[src/rtl/pwm_pkg.sv]
// Shared PWM definitions: the default duty/counter width and the ramp FSM state type.
package pwm_pkg;

   localparam int PWM_WIDTH = 8;

   typedef enum logic [1:0] {
      IDLE      = 2'd0,
      RAMP_UP   = 2'd1,
      RAMP_DOWN = 2'd2
   } duty_ramp_state_t;

endpackage

[src/rtl/duty_ramp_ctrl_if.sv]
// Target handshake between the upstream requester (master) and duty_ramp_ctrl (slave).
interface duty_ramp_if
   import pwm_pkg::*;
#(
   parameter int WIDTH = PWM_WIDTH
);
   logic [WIDTH-1:0] target;
   logic             target_valid;
   logic             target_ready;

   modport master (output target, output target_valid, input  target_ready);
   modport slave  (input  target, input  target_valid, output target_ready);
endinterface

[src/rtl/duty_ramp_ctrl_period_tick.sv]
// Period boundary detector: counter all-ones marks the last clock of a PWM
// period; every PERIODS_PER_STEP-th such tick raises step_en_o for one cycle.
// clr_i restarts the grouping (used on target accept).
module pwm_period_tick #(
   parameter int WIDTH            = 8,
   parameter int PERIODS_PER_STEP = 1
) (
   input  logic             clk,
   input  logic             rst_n,
   input  logic             clr_i,
   input  logic [WIDTH-1:0] counter_i,
   output logic             step_en_o
);
   localparam int           CW   = (PERIODS_PER_STEP > 1) ? $clog2(PERIODS_PER_STEP) : 1;
   localparam logic [CW-1:0] LAST = CW'(PERIODS_PER_STEP - 1);

   logic [CW-1:0] cnt_q;
   logic [CW-1:0] cnt_d;
   logic          tick_s;

   assign tick_s = &counter_i;

   // Tick group counter register.
   always_ff @(posedge clk or negedge rst_n) begin
      if (!rst_n) begin
         cnt_q <= {CW{1'b0}};
      end else begin
         cnt_q <= cnt_d;
      end
   end

   // Advance the group counter on each tick, wrapping after the last tick of a group.
   always_comb begin
      cnt_d = cnt_q;
      if (clr_i) begin
         cnt_d = {CW{1'b0}};
      end else if (tick_s) begin
         if (cnt_q == LAST) begin
            cnt_d = {CW{1'b0}};
         end else begin
            cnt_d = cnt_q + CW'(1);
         end
      end else begin
         cnt_d = cnt_q;
      end
   end

   assign step_en_o = tick_s && (cnt_q == LAST) && !clr_i;
endmodule

[src/rtl/duty_ramp_ctrl.sv]
// duty_ramp_ctrl: soft-start / slew limiter in front of pwm_generator.
// Accepts a target duty, then steps duty by STEP toward it only at PWM period
// boundaries, pulsing done one cycle after the final write.
// Optional build macro: DUTY_RAMP_LIMIT_EN clamps accepted targets to MAX_DUTY.
module duty_ramp_ctrl
   import pwm_pkg::*;
#(
   parameter int WIDTH            = PWM_WIDTH,
   parameter int STEP             = 1,
   parameter int PERIODS_PER_STEP = 1,
   parameter int MAX_DUTY         = 230
) (
   input  logic             clk,
   input  logic             rst_n,
   input  logic [WIDTH-1:0] counter,
   duty_ramp_if.slave       tgt_if,
   output logic [WIDTH-1:0] duty,
   output logic             busy,
   output logic             done
);
   localparam logic [WIDTH:0] STEP_X = (WIDTH + 1)'(STEP);

   if ((STEP < 1) || (STEP > (2 ** WIDTH) - 1)) begin : g_bad_step
      $error("duty_ramp_ctrl: STEP out of range");
   end
   if (PERIODS_PER_STEP < 1) begin : g_bad_pps
      $error("duty_ramp_ctrl: PERIODS_PER_STEP must be at least 1");
   end
   if ((MAX_DUTY < 0) || (MAX_DUTY > (2 ** WIDTH) - 1)) begin : g_bad_max
      $error("duty_ramp_ctrl: MAX_DUTY out of range");
   end

   duty_ramp_state_t state_q, state_d;
   logic [WIDTH-1:0] tgt_q, tgt_d;
   logic [WIDTH-1:0] duty_q, duty_d;
   logic             done_q, done_d;

   logic             ready_s;
   logic             busy_s;
   logic             accept_s;
   logic             step_en_s;
   logic [WIDTH-1:0] tgt_in_s;
   logic [WIDTH:0]   sum_up_s;
   logic [WIDTH:0]   thr_dn_s;
   logic [WIDTH-1:0] up_nxt_s;
   logic [WIDTH-1:0] dn_nxt_s;

   assign accept_s = tgt_if.target_valid && ready_s;

`ifdef DUTY_RAMP_LIMIT_EN
   localparam logic [WIDTH-1:0] MAX_T = WIDTH'(MAX_DUTY);
   assign tgt_in_s = (tgt_if.target > MAX_T) ? MAX_T : tgt_if.target;
`else
   assign tgt_in_s = tgt_if.target;
`endif

   // Step arithmetic carries one extra bit so neither direction can wrap.
   assign sum_up_s = {1'b0, duty_q} + STEP_X;
   assign up_nxt_s = (sum_up_s > {1'b0, tgt_q}) ? tgt_q : sum_up_s[WIDTH-1:0];
   assign thr_dn_s = {1'b0, tgt_q} + STEP_X;
   assign dn_nxt_s = ({1'b0, duty_q} < thr_dn_s) ? tgt_q : (duty_q - STEP_X[WIDTH-1:0]);

   pwm_period_tick #(
      .WIDTH            (WIDTH),
      .PERIODS_PER_STEP (PERIODS_PER_STEP)
   ) u_tick (
      .clk       (clk),
      .rst_n     (rst_n),
      .clr_i     (accept_s),
      .counter_i (counter),
      .step_en_o (step_en_s)
   );

   // State, latched target, duty and done registers.
   always_ff @(posedge clk or negedge rst_n) begin
      if (!rst_n) begin
         state_q <= IDLE;
         tgt_q   <= {WIDTH{1'b0}};
         duty_q  <= {WIDTH{1'b0}};
         done_q  <= 1'b0;
      end else begin
         state_q <= state_d;
         tgt_q   <= tgt_d;
         duty_q  <= duty_d;
         done_q  <= done_d;
      end
   end

   // Next state: accept in IDLE, step toward the target on step_en while ramping.
   always_comb begin
      state_d = state_q;
      tgt_d   = tgt_q;
      duty_d  = duty_q;
      done_d  = 1'b0;
      case (state_q)
         IDLE: begin
            if (accept_s) begin
               tgt_d = tgt_in_s;
               if (tgt_in_s > duty_q) begin
                  state_d = RAMP_UP;
               end else if (tgt_in_s < duty_q) begin
                  state_d = RAMP_DOWN;
               end else begin
                  done_d = 1'b1;
               end
            end else begin
               state_d = IDLE;
            end
         end
         RAMP_UP: begin
            if (step_en_s) begin
               duty_d = up_nxt_s;
               if (up_nxt_s == tgt_q) begin
                  state_d = IDLE;
                  done_d  = 1'b1;
               end else begin
                  state_d = RAMP_UP;
               end
            end else begin
               state_d = RAMP_UP;
            end
         end
         RAMP_DOWN: begin
            if (step_en_s) begin
               duty_d = dn_nxt_s;
               if (dn_nxt_s == tgt_q) begin
                  state_d = IDLE;
                  done_d  = 1'b1;
               end else begin
                  state_d = RAMP_DOWN;
               end
            end else begin
               state_d = RAMP_DOWN;
            end
         end
         default: begin
            state_d = IDLE;
         end
      endcase
   end

   // Handshake and busy decoded straight from the state register.
   always_comb begin
      ready_s = 1'b0;
      busy_s  = 1'b0;
      if (state_q == IDLE) begin
         ready_s = 1'b1;
         busy_s  = 1'b0;
      end else begin
         ready_s = 1'b0;
         busy_s  = 1'b1;
      end
   end

   assign tgt_if.target_ready = ready_s;
   assign busy                = busy_s;
   assign duty                = duty_q;
   assign done                = done_q;
endmodule

[src/flat_wrapper.sv]
// flat-port wrapper written by rule: the top's interface ports become plain ports
module duty_ramp_ctrl_flat import pwm_pkg::*;
#(
   parameter int WIDTH            = PWM_WIDTH,
   parameter int STEP             = 1,
   parameter int PERIODS_PER_STEP = 1,
   parameter int MAX_DUTY         = 230
)
  (clk, rst_n, counter, duty, busy, done, tgt_if_target, tgt_if_target_valid, tgt_if_target_ready);
  duty_ramp_if #(.WIDTH(WIDTH)) tgt_if_i ();
  input  logic clk;
  input  logic rst_n;
  input  logic [WIDTH-1:0] counter;
  output logic [WIDTH-1:0] duty;
  output logic busy;
  output logic done;
  input wire logic [$bits(tgt_if_i.target)-1:0] tgt_if_target;
  input wire logic [$bits(tgt_if_i.target_valid)-1:0] tgt_if_target_valid;
  output wire logic [$bits(tgt_if_i.target_ready)-1:0] tgt_if_target_ready;
  assign tgt_if_i.target = tgt_if_target;
  assign tgt_if_i.target_valid = tgt_if_target_valid;
  assign tgt_if_target_ready = tgt_if_i.target_ready;
  duty_ramp_ctrl #(.WIDTH(WIDTH), .STEP(STEP), .PERIODS_PER_STEP(PERIODS_PER_STEP), .MAX_DUTY(MAX_DUTY)) u_core (.clk(clk), .rst_n(rst_n), .counter(counter), .tgt_if(tgt_if_i), .duty(duty), .busy(busy), .done(done));
endmodule
[config.mk]
export PLATFORM = sky130hd
export DESIGN_NAME = duty_ramp_ctrl_flat
export DESIGN_NICKNAME = d
export VERILOG_FILES = /design/src/rtl/pwm_pkg.sv /design/src/rtl/duty_ramp_ctrl_if.sv /design/src/rtl/duty_ramp_ctrl_period_tick.sv /design/src/rtl/duty_ramp_ctrl.sv /design/src/flat_wrapper.sv
export SDC_FILE = /design/constraint.sdc
export NUM_CORES = 1
export LEC_CHECK = 0
export CORE_ASPECT_RATIO = 0.8
export CORE_MARGIN = 3
export CORE_UTILIZATION = 45
export DETAILED_ROUTE_END_ITERATION = 7
export MAX_ROUTING_LAYER = met4
export PLACE_DENSITY = 0.78
export SLEW_MARGIN = 20
export SYNTH_ARGS = -nofsm -noshare
export SYNTH_HDL_FRONTEND = slang
export SYNTH_SLANG_ARGS = --single-unit
[constraint.sdc]
create_clock -name clk -period 3.5 [get_ports clk]
set_input_delay 0.35 -clock clk [delete_from_list [all_inputs] [get_ports clk]]
set_output_delay 0.35 -clock clk [all_outputs]
set_load 0.03 [all_outputs]
==> results of run 1 <==
## final cells by class
cell class / count / share of cell area
clock buffer: 4 / 0.0160
sequential: 19 / 0.169
timing repair buffer: 46 / 0.149
tap: 60 / 0.0267
inverter: 24 / 0.0321
multi-input combinational: 223 / 0.607
## sequential cells by signal (all words and copies together), names as in the netlist
register,flops
u_core.duty,8
u_core.tgt_q,8
u_core.state_q,2
u_core.done,1
## cell usage in the layout, fill, tap and decap left out, types with 5 or more instances in the layout
| master | instances |
|---|---|
| ha_1 | 31 |
| clkdlybuf4s50_1 | 29 |
| inv_1 | 24 |
| dfrtp_1 | 19 |
| nand2_1 | 18 |
| xnor2_1 | 17 |
| buf_4 | 17 |
| nand3_1 | 16 |
| nor3_1 | 15 |
| nor2_1 | 15 |
| a21oi_1 | 13 |
| mux2_2 | 8 |
| xor2_1 | 7 |
| o21ai_0 | 7 |
| a32oi_1 | 5 |
## per-layer routing
| metal | vias to the layer above | share of wire | GRT usage |
|---|---|---|---|
| li1 | 1106 | - | - |
| met2 | 148 | 0.42 | 0.340 |
| met4 | 0 | 0.012 | 0.0381 |
| met5 | - | 0 | - |
| met1 | 1087 | 0.45 | 0.353 |
| met3 | 16 | 0.12 | 0.0512 |
## worst max path at each step
stage                                start                          to  slack [ns]  cells after the start
2_1_floorplan   u_core.duty[0]$_DFFE_PN0P_  u_core.duty[5]$_DFFE_PN0P_        0.25                     13
3_3_place_gp   u_core.tgt_q[0]$_DFFE_PN0P_  u_core.duty[6]$_DFFE_PN0P_        0.52                     12
3_5_place_dp   u_core.tgt_q[2]$_DFFE_PN0P_  u_core.duty[6]$_DFFE_PN0P_        0.41                     12
4_1_cts        u_core.tgt_q[2]$_DFFE_PN0P_  u_core.duty[6]$_DFFE_PN0P_        0.40                     12
5_1_grt         u_core.duty[0]$_DFFE_PN0P_  u_core.duty[0]$_DFFE_PN0P_        0.12                     12
6_report       u_core.tgt_q[2]$_DFFE_PN0P_  u_core.duty[7]$_DFFE_PN0P_        0.36                     12
## worst max-delay path: stages, from the launching register on
cell and delay (ns):
dfrtp_1 0.52, nand3_1 0.14, nor3_1 0.26, nand3_1 0.14, xnor2_1 0.15, ha_1 0.30
and3_1 0.21, a221o_1 0.35, or2_2 0.36, nand3_1 0.14, or3_1 0.11, o311ai_0 0.12
a211oi_1 0.25
## cell usage after synthesis, drive strengths merged, types with 3 or more instances
cell type	number	area, µm²
a21oi	13	65.1
nor2	16	67.6
o21a	3	22.5
a21o	4	30.0
nor4	5	37.5
inv	24	90.1
xor2	7	61.3
nand4	4	25.0
clkbuf	4	15.0
nor3	15	75.1
xnor2	17	149
nand3	16	80.1
mux2	8	90.1
o21ai	8	51.3
or3	3	20.0
nand2	18	67.6
o31ai	4	30.0
buf	12	71.3
a32oi	5	43.8
nand2b	4	25.0
a211oi	3	22.5
or2	3	18.8
ha	31	388
dfrtp	19	475
o311ai	4	35.0
## through the flow
| step | setup WS [ns] | instance area, µm² |
|---|---|---|
| 2_1_floorplan | 0.248 | 2350 |
| 3_3_place_gp | 0.517 | 2760 |
| 3_5_place_dp | 0.413 | 2760 |
| 4_1_cts | 0.401 | 2810 |
| 5_1_grt | 0.119 | 2810 |
| 6_report | 0.360 | 2810 |
## cells by family after synthesis
family / synth area share
simple gates: 0.202
xor+xnor: 0.0988
flops: 0.202
mux: 0.0468
fa+ha+maj: 0.165
buf+inv: 0.0749
compound gates: 0.210
==> out/results.tsv, run 1 <==
stage	metric	value	unit
status	status	completed	
clocking	cts_tree	yes	
routing	avgViaCountPerCell	6.27	
global_route	grt_overflow	0	
floorplanning	dieHeight	70.7	µm
critical_path	cp.arrival	3.32	ns
critical_path	path_class	reg -> reg	
floorplanning	num_rows	22	
timing	finalWorstPathRequiredPeriod	3.14	ns
placement	dp.cells	372	
synthesis	syn_nets	332	
synthesis	synth_flop_cell	dfrtp_1	
synthesis	yosysSeqAreaShare	0.202	
synthesis	netlist_instances	282	
floorplanning	ios	30	
layout	layout-area-overhead-vs-synth	19.2	%
placement	gp_congestion	1.02	
critical_path	critPathCaptureType	flop	
timing	slew_headroom	0.346	
clocking	clock_latency	0.27	ns
global_route	grt_max_degree	20	
layout	n_antenna_cell	0	
placement	io_buffers	29	
global_route	grt_pass1_vias	2294	
critical_path	r2r_cells	12	
critical_path	r2r_start	u_core.tgt_q[2]$_DFFE_PN0P_	
clocking	cts_setup_buffers	0	
timing	hold_viol	0	
clocking	cts_max_level	1	
floorplanning	start_util	0.489	
timing	finalCritPeriodShare	0.897	
timing	hold-worst-slack	0.614	ns
synthesis	syn_area	2350	µm²
critical_path	crit_fanout	8	
clocking	cts_root_buffer	clkbuf_8	
layout	finalNonFillerCells	376	
layout	n_fill_cell	453	
placement	dpl.hpwl	5450	µm
critical_path	regToRegEndpoint	u_core.duty[7]$_DFFE_PN0P_	
clocking	clock_path_buffers	2	
timing	rsz0062_at_grt	false	
layout	drive_gt1_frac	0.127	
timing	clock-skew-final	0.0124	ns
clocking	cts_sinks	19	
run	cap_violations	0	
hold_path	min_path_type	in -> async	
routing	post-route-drc-count	0	
timing	max_freq	319	MHz
synthesis	ys_warn_count	0	
global_route	grt_first_pass_wirelength	11400	µm
routing	drtPass1Iterations	5	
floorplanning	core	4820	µm²
timing	drv_slew	0	
routing	ant_nets	0	
floorplanning	die-width	86.9	µm
timing	tns	0	ns
clocking	hold_buffers	0	
layout	ff_latch_area	475	µm²
layout	final_core_util	0.583	
routing	drt_wl_total	6900	µm
critical_path	regToRegSetupSlack	0.36	ns
timing	setup_viol	0	
synthesis	ys_types	58	
clocking	cts_buffers	3	
global_route	grt.total_usage	0.240	
clocking	clkSlewWorstSetupHoldPaths	0.09	ns
critical_path	crit_path_start_kind	flop	
routing	vias	2357	
routing	first_iter_violations	386	
layout	layout.nets	367	
synthesis	syn_area_per_cell	8.35	µm²
routing	routedWlPerCell	18.3	µm
critical_path	required	3.68	ns
synthesis	ys_ff_latch	19	
timing	tightest_slew	0.977	ns
global_route	antenna_found_initial	0	
layout	multi_input_area	1700	µm²
clocking	post_cts_resized	0	
synthesis	synth_edf_count	0	
floorplanning	die_area	6140	µm²
synthesis	ys_async_sr_fraction	1.00	
Power of run 1 is left out: the tool's default activity adds up to more than one toggle a clock period on the data nets, which glitch-free logic cannot reach.
==> run 2, diff against run 1 <==
--- a/config.mk
+++ b/config.mk
@@ -5,12 +5,13 @@
 export SDC_FILE = /design/constraint.sdc
 export NUM_CORES = 1
 export LEC_CHECK = 0
+export CAP_MARGIN = 20
 export CORE_ASPECT_RATIO = 0.8
 export CORE_MARGIN = 3
 export CORE_UTILIZATION = 45
 export DETAILED_ROUTE_END_ITERATION = 7
 export MAX_ROUTING_LAYER = met4
-export PLACE_DENSITY = 0.78
+export PLACE_DENSITY = 0.79
 export SLEW_MARGIN = 20
 export SYNTH_ARGS = -nofsm -noshare
 export SYNTH_HDL_FRONTEND = slang
==> run 2 against run 1 <==
Net effect: fmax fell by 2.8%; critical path depth did not move; global-route usage fell by 0.19 points; flip-flop and latch count did not move; sequential share of layout area fell by 0.95 points; die area did not move; routed wire length fell by 1.2%; register-to-register slack got worse by 0.09 ns; largest cell class unchanged; highest routed layer unchanged.
==> out/results.tsv, run 2 (synthesized netlist as in run 1, its figures left out) <==
stage	metric	value	unit	change
clocking	post_cts_resized	0		unchanged
clocking	cts_buffers	3		unchanged
layout	layout-area-overhead-vs-synth	26.2	%	
run	cap_violations	0		unchanged
floorplanning	die_area	6140	µm²	unchanged
clocking	clock_latency	0.26	ns	about the same
clocking	clkSlewWorstSetupHoldPaths	0.07	ns	-0.02 ns
routing	first_iter_violations	262		-32%
layout	layout_common_cells	buf_4 (35), ha_1 (31), clkdlybuf4s50_1 (29)		
routing	drt_wl_total	6810	µm	-1.2%
global_route	grt_first_pass_wirelength	11300	µm	-0.37%
global_route	grt_max_degree	20		unchanged
floorplanning	num_rows	22		unchanged
critical_path	crit_fanout	7		-1
routing	drtPass1Iterations	4		-1
timing	drv_slew	0		unchanged
timing	slew_headroom	0.377		+0.0310
placement	gp_congestion	0.983		-3.3%
status	status	completed		
layout	drive_gt1_frac	0.182		+0.0555
global_route	grt_pass1_vias	2363		+3.0%
layout	layout_commonest_cell	buf_4		
routing	vias	2369		+0.51%
critical_path	crit_path_start_kind	flop		
timing	hold_viol	0		unchanged
timing	clock-skew-final	0.000924	ns	-0.0115 ns
critical_path	path_class	reg -> reg		
critical_path	required	3.66	ns	-0.02 ns
routing	avgViaCountPerCell	6.00		-4.3%
floorplanning	dieHeight	70.7	µm	unchanged
layout	n_antenna_cell	0		unchanged
routing	routedWlPerCell	17.2	µm	-6.0%
clocking	hold_buffers	0		unchanged
timing	tns	0	ns	unchanged
layout	n_fill_cell	416		-8.2%
timing	setup_viol	0		unchanged
global_route	antenna_found_initial	0		unchanged
clocking	cts_root_buffer	clkbuf_8		
clocking	clock_path_buffers	2		unchanged
hold_path	min_path_type	in -> async		
global_route	grt.total_usage	0.238		-0.00191
placement	dpl.hpwl	5580	µm	+2.5%
clocking	cts_sinks	19		unchanged
placement	io_buffers	29		unchanged
floorplanning	die-width	86.9	µm	unchanged
routing	post-route-drc-count	0		unchanged
timing	max_freq	310	MHz	-2.8%
timing	finalWorstPathRequiredPeriod	3.23	ns	+0.0900 ns
timing	rsz0062_at_grt	false		
critical_path	critPathCaptureType	flop		
routing	ant_nets	0		unchanged
critical_path	cp.arrival	3.39	ns	+0.07 ns
global_route	grt_overflow	0		unchanged
clocking	cts_setup_buffers	0		unchanged
layout	layout.nets	386		+5.2%
floorplanning	core	4820	µm²	unchanged
timing	finalCritPeriodShare	0.923		+0.0257
clocking	cts_max_level	1		unchanged
clocking	cts_tree	yes		
floorplanning	start_util	0.489		unchanged
timing	tightest_slew	0.931	ns	-0.0464 ns
floorplanning	ios	30		unchanged
run 2: cell count changes in the layout (fill, tap and decap cells not counted):
cell    change
buf_12      +1
nor3_1      -1
nor4_1      -1
buf_4      +18
nor4_2      +1
nor3_2      +1
run 2: area by class of cell:
class | count | area [µm²] | share of cell area
multi-input cells | 223 | 1710 | 0.577
clock buffers | 4 | 45.0 | 0.0152
inverters | 24 | 90.1 | 0.0303
well taps | 60 | 75.1 | 0.0253
repair buffers | 65 | 573 | 0.193
flip-flops and latches | 19 | 475 | 0.160
run 2: metal layers:
metal	track usage	vias up	wire length [µm]
met4	0.0519	0	60
met2	0.348	118	2910
li1	-	1143	-
met5	-	-	0
met1	0.343	1100	3140
met3	0.0384	8	700
run 2: worst paths after layout:
path,cells past startpoint,start,end,slack (ns)
min in group clk,2,u_core.state_q[1]$_DFFE_PN0P_,u_core.done$_DFF_PN0_,0.65
worst min-delay path,1,rst_n,u_core.state_q[1]$_DFFE_PN0P_,0.61
worst max-delay path,12,u_core.tgt_q[0]$_DFFE_PN0P_,u_core.duty[7]$_DFFE_PN0P_,0.27
worst max register to register,12,u_core.tgt_q[0]$_DFFE_PN0P_,u_core.duty[7]$_DFFE_PN0P_,0.27
max in group asynchronous,1,rst_n,u_core.duty[1]$_DFFE_PN0P_,2.33
worst min register to register,2,u_core.state_q[1]$_DFFE_PN0P_,u_core.done$_DFF_PN0_,0.65
run 2: through the flow:
stage                     instance area [µm²]   util  hold WS, ns  worst slack (ns)  instances
final                                    2970  0.617        0.607             0.270        395
after CTS                                2960  0.615        0.630             0.237        395
after global placement                   2920  0.605        0.637             0.250        391
after detailed placement                 2920  0.605        0.649             0.254        391
after floorplan                          2350      -       0.0544             0.248        282
after global routing                     2970  0.617        0.653            0.0474        395
run 2: worst max-delay path, cell delays in order, from the launching register on:
cell	delay [ns]
dfrtp_1	0.52
ha_1	0.24
nand3_1	0.17
nor2_1	0.18
xnor2_1	0.14
ha_1	0.26
a21o_1	0.16
a221o_1	0.39
or2_2	0.36
nand3_1	0.16
or3_1	0.13
o311ai_0	0.12
a211oi_1	0.29
Power of run 2 is left out for the same reason.
==> run 3, diff against run 2 <==
--- a/config.mk
+++ b/config.mk
@@ -12,6 +12,7 @@
 export DETAILED_ROUTE_END_ITERATION = 7
 export MAX_ROUTING_LAYER = met4
 export PLACE_DENSITY = 0.79
+export RECOVER_POWER = 100
 export SLEW_MARGIN = 20
 export SYNTH_ARGS = -nofsm -noshare
 export SYNTH_HDL_FRONTEND = slang
==> run 3 against run 2 <==
Net effect: first-iteration DRC count shrank 12%; fmax hardly changed; worst hold slack better by 0.048 ns; critical path type unchanged; highest routed layer unchanged.
==> out/results.tsv, run 3 (synthesized netlist as in run 1, its figures left out) <==
stage	metric	value	unit	change
critical_path	cp.arrival	3.40	ns	about the same
clocking	clock_path_buffers	2		unchanged
layout	n_antenna_cell	0		unchanged
clocking	hold_buffers	0		unchanged
hold_path	worstHoldPathCells	2		
floorplanning	ios	30		unchanged
critical_path	crit_fanout	6		-1
layout	layout_common_cells	buf_4 (32), ha_1 (31), inv_1 (24)		
global_route	grt_overflow	0		unchanged
critical_path	critPathCaptureType	flop		
power_and_ir_drop	p_sw	1.76	mW	
critical_path	regToRegEndpoint	u_core.duty[7]$_DFFE_PN0P_		
layout	finalNonFillerCells	395		unchanged
power_and_ir_drop	clkPwrFrac	0.047		
floorplanning	dieHeight	70.7	µm	unchanged
placement	dp.cells	391		unchanged
clocking	cts_setup_buffers	0		unchanged
clocking	clock_latency	0.26	ns	about the same
layout	layout_commonest_cell	buf_4		
timing	drv_slew	0		unchanged
clocking	cts_max_level	1		unchanged
floorplanning	num_rows	22		unchanged
critical_path	required	3.66	ns	about the same
power_and_ir_drop	ir_drop	0.559	mV	
layout	ff_latch_area	475	µm²	unchanged
floorplanning	core	4820	µm²	unchanged
timing	slew_headroom	0.391		+0.0135
power_and_ir_drop	switching_share	0.519		
clocking	cts_sinks	19		unchanged
timing	finalWorstPathRequiredPeriod	3.23	ns	+0.00265 ns
routing	vias	2381		+0.51%
timing	clock-skew-final	0.000922	ns	-0.00000219 ns
routing	drtPass1Iterations	5		+1
routing	drt_wl_total	6770	µm	-0.56%
timing	setup_viol	0		unchanged
layout	multi_input_area	1710	µm²	-0.29%
power_and_ir_drop	power_density	1150	nW/µm²	
floorplanning	start_util	0.489		unchanged
routing	avgViaCountPerCell	6.03		+0.51%
global_route	grt.total_usage	0.238		unchanged
floorplanning	die-width	86.9	µm	unchanged
timing	hold-worst-slack	0.655	ns	+0.0476 ns
placement	io_buffers	29		unchanged
routing	ant_nets	0		unchanged
status	status	completed		
clocking	post_cts_resized	0		unchanged
placement	gp_congestion	0.983		unchanged
hold_path	min_from	u_core.state_q[1]$_DFFE_PN0P_		
power_and_ir_drop	p_comb_frac	0.810		
floorplanning	die_area	6140	µm²	unchanged
timing	tns	0	ns	unchanged
clocking	clkSlewWorstSetupHoldPaths	0.07	ns	about the same
layout	n_fill_cell	417		+0.24%
critical_path	path_class	reg -> reg		
global_route	antenna_found_initial	0		unchanged
timing	max_freq	309	MHz	about the same
clocking	cts_root_buffer	clkbuf_8		
hold_path	hold_path_end	u_core.done$_DFF_PN0_		
routing	first_iter_violations	230		-12%
clocking	cts_tree	yes		
routing	routedWlPerCell	17.1	µm	-0.56%
timing	hold_viol	0		unchanged
critical_path	crit_path_start_kind	flop		
global_route	grt_max_degree	20		unchanged
layout	layout-area-overhead-vs-synth	25.6	%	
power_and_ir_drop	static-leakage-power	1.33	nW	
timing	finalCritPeriodShare	0.923		about the same
critical_path	r2r_start	u_core.tgt_q[1]$_DFFE_PN0P_		
run	cap_violations	0		unchanged
routing	post-route-drc-count	0		unchanged
timing	rsz0062_at_grt	false		
clocking	cts_buffers	3		unchanged
critical_path	r2r_cells	12		unchanged
global_route	grt_pass1_vias	2363		unchanged
critical_path	regToRegSetupSlack	0.27	ns	about the same
timing	tightest_slew	0.911	ns	-0.0203 ns
power_and_ir_drop	internal_power	1.63	mW	
layout	drive_gt1_frac	0.173		-0.00896
global_route	grt_first_pass_wirelength	11300	µm	unchanged
hold_path	min_path_type	reg -> reg		
layout	layout.nets	386		unchanged
power_and_ir_drop	seqPwrFrac	0.143		
placement	dpl.hpwl	5580	µm	unchanged
run 3: metal layers:
| metal | up-vias | track usage | share of wire |
|---|---|---|---|
| li1 | 1142 | - | - |
| met5 | - | - | 0 |
| met1 | 1106 | 0.343 | 0.48 |
| met4 | 0 | 0.0519 | 0.010 |
| met2 | 121 | 0.348 | 0.43 |
| met3 | 12 | 0.0384 | 0.083 |
run 3: cell type report:
class / instances / share of cell area
Multi-Input combinational cell: 223 / 0.578
Tap cell: 60 / 0.0254
Clock buffer: 4 / 0.0152
Timing Repair Buffer: 65 / 0.190
Inverter: 24 / 0.0305
Sequential cell: 19 / 0.161
run 3: worst max path at each step:
stage	startpoint	endpoint	slack (ns)	cells after the start
floorplan	u_core.duty[0]$_DFFE_PN0P_	u_core.duty[5]$_DFFE_PN0P_	0.25	13
global placement	u_core.tgt_q[2]$_DFFE_PN0P_	u_core.duty[7]$_DFFE_PN0P_	0.25	12
detailed placement	u_core.tgt_q[4]$_DFFE_PN0P_	u_core.duty[7]$_DFFE_PN0P_	0.25	12
CTS	u_core.tgt_q[4]$_DFFE_PN0P_	u_core.duty[7]$_DFFE_PN0P_	0.24	12
global route	u_core.tgt_q[1]$_DFFE_PN0P_	u_core.duty[7]$_DFFE_PN0P_	0.05	12
finish	u_core.tgt_q[1]$_DFFE_PN0P_	u_core.duty[7]$_DFFE_PN0P_	0.27	12
run 3: power by group through the flow:
| stage | clock (mW) | combinational [mW] | sequential (mW) |
|---|---|---|---|
| global route | 0.175 | 3.03 | 0.500 |
| detailed placement | 0 | 2.75 | 0.482 |
| CTS | 0.163 | 2.77 | 0.479 |
| finish | 0.160 | 2.75 | 0.486 |
| global placement | 0 | 2.69 | 0.476 |
| floorplan | 0 | 1.84 | 0.521 |
run 3: per-stage QoR:
stage | total power, mW | util | setup slack [ns] | instance area (µm²)
global placement | 3.17 | 0.605 | 0.250 | 2920
CTS | 3.41 | 0.615 | 0.237 | 2960
global route | 3.71 | 0.614 | 0.0477 | 2960
floorplan | 2.36 | - | 0.248 | 2350
detailed placement | 3.23 | 0.605 | 0.254 | 2920
finish | 3.40 | 0.614 | 0.268 | 2960
run 3: critical path: stages (launching register included):
cell and delay (ns):
dfrtp_1 0.51, ha_1 0.25, nand3_1 0.17, nor2_1 0.18, xnor2_1 0.14, ha_1 0.26
a21o_1 0.17, a221o_1 0.39, or2_2 0.36, nand3_1 0.16, or3_1 0.13, o311ai_0 0.12
a211oi_1 0.29
(Power assumes the default switching activity.)
